--- config.mk ---
export PLATFORM = sky130hd
export DESIGN_NAME = fast_frame_sequencer
export DESIGN_NICKNAME = d
export VERILOG_FILES = /design/src/rtl/fast_pkg.sv /design/src/rtl/fast_kp_fifo.sv /design/src/rtl/fast_frame_sequencer.sv
export SDC_FILE = /design/constraint.sdc
export NUM_CORES = 1
export LEC_CHECK = 0
export CAP_MARGIN = 20
export CORE_MARGIN = 2
export CORE_UTILIZATION = 53
export DETAILED_ROUTE_END_ITERATION = 8
export PLACE_DENSITY = 0.8
export SLEW_MARGIN = 20
export SYNTH_ARGS = -nofsm -noshare
export SYNTH_HDL_FRONTEND = slang
export SYNTH_SLANG_ARGS = --single-unit
--- constraint.sdc ---
create_clock -name i_clk -period 3.4 [get_ports i_clk]
set_clock_uncertainty 0.2 [all_clocks]
set_input_delay 0.68 -clock i_clk [delete_from_list [all_inputs] [get_ports i_clk]]
set_output_delay 0.68 -clock i_clk [all_outputs]
set_load 0.005 [all_outputs]
--- src/rtl/fast_pkg.sv ---
// Shared types and widths for the FAST frame sequencer.
// Used by fast_kp_fifo and fast_frame_sequencer.
package fast_pkg;

    localparam int COORD_W = 10;                     // keypoint x/y width
    localparam int SCORE_W = 8;                      // keypoint score width
    localparam int ADDR_W  = 19;                     // pixel buffer address width
    localparam int PIX_W   = 8;                      // pixel width
    localparam int KP_W    = 2 * COORD_W + SCORE_W;  // packed keypoint, 28 bits
    localparam int TMO_W   = 12;                     // drain timeout counter, 4096 cycles

    typedef enum logic [1:0] {
        ST_IDLE   = 2'd0,
        ST_STREAM = 2'd1,
        ST_DRAIN  = 2'd2,
        ST_DONE   = 2'd3
    } state_e;

    typedef struct packed {
        logic [COORD_W-1:0] x;
        logic [COORD_W-1:0] y;
        logic [SCORE_W-1:0] score;
    } kp_t;

endpackage

--- src/rtl/fast_kp_fifo.sv ---
// Synchronous keypoint FIFO with full/empty flags and a flush input.
// A push into a full FIFO is taken when a pop happens in the same cycle.
// DEPTH must be a power of two and at least 2.
module fast_kp_fifo
    import fast_pkg::*;
#(
    parameter int DEPTH = 4,
    parameter int W     = KP_W
) (
    input  logic         i_clk,
    input  logic         i_rst,
    input  logic         i_flush,
    input  logic         i_push,
    input  logic [W-1:0] i_data,
    input  logic         i_pop,
    output logic [W-1:0] o_data,
    output logic         o_full,
    output logic         o_empty
);

    localparam int PW = $clog2(DEPTH);

    logic [DEPTH-1:0][W-1:0] mem_q;
    logic [PW:0]             wr_q, rd_q;
    logic                    do_push, do_pop;

    // Pointers carry one extra wrap bit so full and empty are distinguishable
    assign o_empty = (wr_q == rd_q);
    assign o_full  = (wr_q[PW] != rd_q[PW]) && (wr_q[PW-1:0] == rd_q[PW-1:0]);
    assign do_pop  = i_pop && !o_empty;
    assign do_push = i_push && (!o_full || do_pop);

    // Head is forced to zero when empty so stale entries never leak out
    assign o_data = o_empty ? '0 : mem_q[rd_q[PW-1:0]];

    // Pointer update; flush discards everything held
    always_ff @(posedge i_clk) begin
        if (i_rst || i_flush) begin
            wr_q <= '0;
            rd_q <= '0;
        end else begin
            if (do_push) wr_q <= wr_q + 1'b1;
            if (do_pop)  rd_q <= rd_q + 1'b1;
        end
    end

    // Storage write; contents are don't-care until pointed at
    always_ff @(posedge i_clk) begin
        if (do_push) mem_q[wr_q[PW-1:0]] <= i_data;
    end

endmodule

--- src/rtl/fast_frame_sequencer.sv ---
// Frame sequencer for a FAST keypoint detector: streams one frame of
// pixel addresses, forwards pixels to the detector with a start marker,
// and collects detected keypoints into a FIFO with a per-frame cap.
// Optional macro FAST_SEQ_TIMEOUT_EN: DRAIN gives up after 4096 cycles
// without a detector end pulse and flags o_overflow.
module fast_frame_sequencer
    import fast_pkg::*;
#(
    parameter int WIDTH      = 640,
    parameter int HEIGHT     = 480,
    parameter int MAX_KP     = 500,
    parameter int FIFO_DEPTH = 4
) (
    input  logic               i_clk,
    input  logic               i_rst,
    input  logic               i_frame_req,
    output logic               o_busy,
    output logic [ADDR_W-1:0]  o_mem_addr,
    input  logic [PIX_W-1:0]   i_mem_data,
    output logic [PIX_W-1:0]   o_det_pixel,
    output logic               o_det_start,
    input  logic               i_det_flag,
    input  logic [COORD_W-1:0] i_det_x,
    input  logic [COORD_W-1:0] i_det_y,
    input  logic [SCORE_W-1:0] i_det_score,
    input  logic               i_det_end,
    output logic               o_kp_valid,
    input  logic               i_kp_ready,
    output logic [COORD_W-1:0] o_kp_x,
    output logic [COORD_W-1:0] o_kp_y,
    output logic [SCORE_W-1:0] o_kp_score,
    output logic [COORD_W-1:0] o_kp_count,
    output logic               o_frame_done,
    output logic               o_overflow
);

    localparam logic [ADDR_W-1:0]  LAST_ADDR = ADDR_W'(WIDTH * HEIGHT - 1);
    localparam logic [COORD_W-1:0] KP_LIMIT  = COORD_W'(MAX_KP);

    state_e              state_q, state_d;
    logic [ADDR_W-1:0]   addr_q, addr_d;
    logic [1:0]          vld_pipe_q;     // [0]: data on i_mem_data, [1]: unused tap
    logic                first_q;        // address 0 data is on i_mem_data
    logic [PIX_W-1:0]    pix_q;
    logic                start_q;
    logic [COORD_W-1:0]  cnt_q, cnt_d;
    logic                ovf_q, ovf_d;

    logic                busy, frame_done, streaming, capturing, accept;
    logic                tmo_hit, tmo_exit;
    logic                fifo_full, fifo_empty, kp_pop, kp_push, kp_drop;
    logic                under_cap, room;
    logic [KP_W-1:0]     fifo_dout;
    kp_t                 kp_in, kp_head;

    assign accept = (state_q == ST_IDLE) && i_frame_req;

`ifdef FAST_SEQ_TIMEOUT_EN
    logic [TMO_W-1:0] tmo_q;

    // Counts cycles spent in DRAIN; cleared whenever we are elsewhere
    always_ff @(posedge i_clk) begin
        if (i_rst || state_q != ST_DRAIN) tmo_q <= '0;
        else                              tmo_q <= tmo_q + 1'b1;
    end

    assign tmo_hit  = (tmo_q == '1);
    assign tmo_exit = (state_q == ST_DRAIN) && tmo_hit && !i_det_end;
`else
    assign tmo_hit  = 1'b0;
    assign tmo_exit = 1'b0;
`endif

    // State register
    always_ff @(posedge i_clk) begin
        if (i_rst) state_q <= ST_IDLE;
        else       state_q <= state_d;
    end

    // Next-state decode
    always_comb begin
        state_d = state_q;
        case (state_q)
            ST_IDLE:   if (i_frame_req)            state_d = ST_STREAM;
            ST_STREAM: if (addr_q == LAST_ADDR)    state_d = ST_DRAIN;
            ST_DRAIN:  if (i_det_end || tmo_hit)   state_d = ST_DONE;
            ST_DONE:                               state_d = ST_IDLE;
            default:                               state_d = ST_IDLE;
        endcase
    end

    // Per-state control outputs
    always_comb begin
        busy       = 1'b0;
        frame_done = 1'b0;
        streaming  = 1'b0;
        capturing  = 1'b0;
        case (state_q)
            ST_IDLE:   ;
            ST_STREAM: begin busy = 1'b1; streaming = 1'b1; capturing = 1'b1; end
            ST_DRAIN:  begin busy = 1'b1; capturing = 1'b1; end
            ST_DONE:   begin busy = 1'b1; frame_done = 1'b1; end
            default:   ;
        endcase
    end

    // Address walks 0..LAST one per cycle and parks on LAST afterwards
    always_comb begin
        addr_d = addr_q;
        if (accept)                               addr_d = '0;
        else if (streaming && addr_q != LAST_ADDR) addr_d = addr_q + 1'b1;
    end

    // Address register
    always_ff @(posedge i_clk) begin
        if (i_rst) addr_q <= '0;
        else       addr_q <= addr_d;
    end

    // Pixel path: memory adds one cycle, pix_q adds the second
    always_ff @(posedge i_clk) begin
        if (i_rst) begin
            vld_pipe_q <= '0;
            first_q    <= 1'b0;
            pix_q      <= '0;
            start_q    <= 1'b0;
        end else begin
            vld_pipe_q <= {vld_pipe_q[0], streaming};
            first_q    <= streaming && (addr_q == '0);
            pix_q      <= vld_pipe_q[0] ? i_mem_data : '0;
            start_q    <= first_q;
        end
    end

    // Keypoint admission: cap first, then FIFO space (a same-cycle pop frees a slot)
    assign kp_pop    = !fifo_empty && i_kp_ready;
    assign under_cap = (cnt_q < KP_LIMIT);
    assign room      = !fifo_full || kp_pop;
    assign kp_push   = capturing && i_det_flag && under_cap && room;
    assign kp_drop   = capturing && i_det_flag && !(under_cap && room);

    // Count and sticky overflow, both cleared when a new frame is accepted
    always_comb begin
        cnt_d = cnt_q;
        ovf_d = ovf_q;
        if (accept) begin
            cnt_d = '0;
            ovf_d = 1'b0;
        end else begin
            if (kp_push)             cnt_d = cnt_q + 1'b1;
            if (kp_drop || tmo_exit) ovf_d = 1'b1;
        end
    end

    // Count / overflow registers
    always_ff @(posedge i_clk) begin
        if (i_rst) begin
            cnt_q <= '0;
            ovf_q <= 1'b0;
        end else begin
            cnt_q <= cnt_d;
            ovf_q <= ovf_d;
        end
    end

    assign kp_in.x     = i_det_x;
    assign kp_in.y     = i_det_y;
    assign kp_in.score = i_det_score;

    fast_kp_fifo #(
        .DEPTH (FIFO_DEPTH),
        .W     (KP_W)
    ) u_fifo (
        .i_clk   (i_clk),
        .i_rst   (i_rst),
        .i_flush (accept),
        .i_push  (kp_push),
        .i_data  (kp_in),
        .i_pop   (kp_pop),
        .o_data  (fifo_dout),
        .o_full  (fifo_full),
        .o_empty (fifo_empty)
    );

    assign kp_head      = kp_t'(fifo_dout);
    assign o_kp_valid   = !fifo_empty;
    assign o_kp_x       = kp_head.x;
    assign o_kp_y       = kp_head.y;
    assign o_kp_score   = kp_head.score;
    assign o_kp_count   = cnt_q;
    assign o_overflow   = ovf_q;
    assign o_busy       = busy;
    assign o_frame_done = frame_done;
    assign o_mem_addr   = addr_q;
    assign o_det_pixel  = pix_q;
    assign o_det_start  = start_q;

endmodule

==> load_flow_metrics.sql, run 1 <==
INSERT INTO impl_metrics (metric_group, metric, value, unit) VALUES
('critical_path', 'kind_of_cell_adding_the_most_delay_to_the_critical_path', 'buffers and inverters', ''),
('global_route', 'groute.layer.met2.usage', '37.0', '%'),
('logic_synthesis', 'synth_enable_flop_cells', '112', ''),
('logic_synthesis', 'synthAdderAreaFrac', '2.27', '%'),
('global_route', 'grtUsageTotal', '21.1', '%'),
('logic_synthesis', 'mapped_cell_area', '0.00660', 'mm^2'),
('drt', 'via_per_inst', '5.46', ''),
('logic_synthesis', 'ys_ff_latch', '161', ''),
('critical_path', 'timing.critical_path.slowest_stage_cell', 'sky130_fd_sc_hd__mux4_2', ''),
('timing', 'period_share', '94.9', '%'),
('logic_synthesis', 'yosys-mux-area-fraction', '10.0', '%'),
('cts', 'cts-root-to-sink-buffers', '2', ''),
('logic_synthesis', 'count_of_distinct_cell_types_in_the_synthesized_netlist', '57', ''),
('finish', 'n_diodes', '0', ''),
('placement', 'gp_congestion', '0.801', ''),
('global_route', 'grt_first_pass_wirelength', '21.0', 'mm'),
('finish', 'layout-drive-gt1-share', '15.4', '%'),
('finish', 'postLayoutCellArea', '0.00852', 'mm^2'),
('logic_synthesis', 'simple_gate_area_share_of_the_yosys_netlist', '13.1', '%'),
('logic_synthesis', 'synth_top_family_by_area', 'simple AND/OR/NAND/NOR gates', ''),
('timing', 'final.setup.tns', '0', 'ns'),
('critical_path', 'required_time_worst_endpoint', '2.52', 'ns'),
('pwr', 'vdd_ir_drop_max', '0.308', 'mV'),
('logic_synthesis', 'ys_dominant_reg_cell', 'sky130_fd_sc_hd__edfxtp_1', ''),
('critical_path', 'crit_path_end_kind', 'output pin', ''),
('cts', 'clockRootBuffer', 'sky130_fd_sc_hd__clkbuf_16', ''),
('run_status', 'run_status', 'finished clean', ''),
('cts', 'ctsHoldBuffers', '0', ''),
('hold_path', 'holdPathStages', '1', ''),
('run', 'cap_violations', '0', ''),
('hold_path', 'worst_hold_path_type', 'flip-flop to flip-flop', ''),
('global_route', 'globalRouteOverflowTotal', '0', ''),
('critical_path', 'crit_arrival', '2.35', 'ns'),
('cts', 'post_cts_resized', '0', ''),
('timing', 'worst_pin_slew', '0.609', 'ns'),
('critical_path', 'cp_max_fo', '21', ''),
('logic_synthesis', 'syn-instance-count', '432', ''),
('drt', 'drt_first_iter_violations', '274', ''),
('timing', 'final_hold_viol_count', '0', ''),
('critical_path', 'critical_setup_path_class', 'flip-flop to output pin', ''),
('logic_synthesis', 'synth_compound_gate_area_share', '4.05', '%'),
('drt', 'detail_route.wl_per_cell', '18.2', 'um'),
('timing', 'max_freq', '310', 'MHz'),
('cts', 'clock_tree.htree_level_count', '4', ''),
('timing', 'setup_violations', '0', ''),
('logic_synthesis', 'mappedNetlistNets', '486', ''),
('die', 'dieArea', '0.0134', 'mm^2'),
('drt', 'firstDrtPassIters', '4', ''),
('die', 'floorplan.initialDensity', '54.5', '%'),
('placement', 'place_hpwl', '8.71', 'mm'),
('timing', 'grt_setup_unrepaired', 'no', ''),
('logic_synthesis', 'synth.yosys.warnings', '0', ''),
('drt', 'wl', '13.4', 'mm'),
('critical_path', 'rrSetupSlack', '0.89', 'ns'),
('logic_synthesis', 'yosysSeqAreaShare', '65.8', '%'),
('pwr', 'p_leak', '2.83', 'nW'),
('cts', 'worst_skew_pair.late_latency', '0.41', 'ns'),
('drt', 'drtAntennaViolNets', '0', ''),
('drt', 'drc_errors_left', '0', ''),
('finish', 'fin_nets', '612', ''),
('critical_path', 'worstReg2RegEnd', 'u_fifo.mem_q[44]$_DFFE_PP_', ''),
('die', 'rows', '40', ''),
('die', 'die_w', '116', 'um'),
('global_route', 'grt_use_met1', '25.3', '%'),
('cts', 'cts_made_buffers', '17', ''),
('die', 'core_region_area', '0.0121', 'mm^2'),
('timing', 'timing.final.max_slew_violations', '0', ''),
('critical_path', 'worstSetupStartpointType', 'flip-flop', ''),
('placement', 'place.port_buffers', '111', ''),
('die', 'dieHeight', '116', 'um'),
('drt', 'dr_total_vias', '4035', '');
worst max-delay path by stage:
stage                                      end                         from  cells after the start
finish                               o_kp_y[2]  u_fifo.rd_q[0]$_SDFFE_PP0P_                      4
CTS                                  o_kp_y[2]  u_fifo.rd_q[0]$_SDFFE_PP0P_                      4
detailed placement  u_fifo.mem_q[32]$_DFFE_PP_                   i_det_flag                      5
floorplan            u_fifo.mem_q[0]$_DFFE_PP_      state_q[0]$_SDFFE_PP0P_                      5
global route                         o_kp_y[8]  u_fifo.rd_q[0]$_SDFFE_PP0P_                      4
global placement     u_fifo.mem_q[8]$_DFFE_PP_                   i_det_flag                      5
layout make-up:
type / count / area [um^2] / area share (%)
clock inverter: 10 / 70.1 / 0.822
tap: 168 / 210 / 2.47
timing repair buffer: 121 / 1190 / 13.9
clock buffer: 22 / 517 / 6.07
sequential: 161 / 4350 / 51.0
inverter: 12 / 45.0 / 0.529
multi-input combinational: 245 / 2150 / 25.2
state kept, by name, indices dropped and copies added (netlist names):
signal / flops
o_mem_addr: 19
state_q: 2
first_q: 1
o_overflow: 1
u_fifo.mem_q: 112
o_det_pixel: 8
u_fifo.wr_q: 3
o_det_start: 1
u_fifo.rd_q: 3
vld_pipe_q: 1
o_kp_count: 10
report_power, final:
group,switching [mW],total [mW],internal [mW]
Sequential,0.0617,2.33,2.27
Combinational,0.460,0.977,0.517
Clock,0.738,1.82,1.08
metrics by stage:
step	hold WS, ns	util, %	worst slack, ns	cells
after floorplan	0.214	-	0.838	432
after CTS	0.273	70.3	0.109	739
after detailed placement	0.231	65.5	0.519	707
after global placement	0.223	65.5	0.583	707
after global routing	0.279	70.3	0.0194	739
final	0.271	70.3	0.173	739
cells in the mapped netlist, drive strengths merged (4+ instances only):
| cell type | count | share of area, % |
|---|---|---|
| edfxtp | 112 | 51 |
| dfxtp | 49 | 15 |
| and2 | 42 | 4.0 |
| nor2 | 29 | 1.8 |
| mux4 | 28 | 9.5 |
| nand2 | 19 | 1.2 |
| xnor2 | 15 | 2.0 |
| nand3 | 13 | 0.99 |
| ha | 12 | 2.3 |
| inv | 12 | 0.68 |
| o21ai | 10 | 0.93 |
| a21oi | 9 | 0.68 |
| nor4 | 9 | 1.2 |
| nand4 | 8 | 0.99 |
| xor2 | 8 | 1.1 |
| buf | 7 | 0.64 |
| clkbuf | 7 | 0.40 |
| and3 | 4 | 0.45 |
| and4 | 4 | 0.61 |
cell families after synthesis:
family / after synthesis
buffers and inverters: 26
xor gates and xnor gates: 23
AOI/OAI and AO/OA: 35
DFF: 161
and+or+nand+nor: 144
muxes: 31
adders and majority gates: 12
metal layers:
layer / vias to the layer above / wire length, um
met3: 9 / 752
met4: 0 / 96
met5: - / 0
met1: 2016 / 5420
met2: 123 / 7140
li1: 1887 / -
(Power assumes the default switching activity.)
==> inputs of run 2 (changes only) <==
--- a/config.mk
+++ b/config.mk
@@ -5,6 +5,7 @@
 export SDC_FILE = /design/constraint.sdc
 export NUM_CORES = 1
 export LEC_CHECK = 0
+export ABC_CLOCK_PERIOD_IN_PS = 3400
 export CAP_MARGIN = 20
 export CORE_MARGIN = 2
 export CORE_UTILIZATION = 53
==> results of run 2 <==
The final DEF is identical to that of run 1; final timing and power are the same.
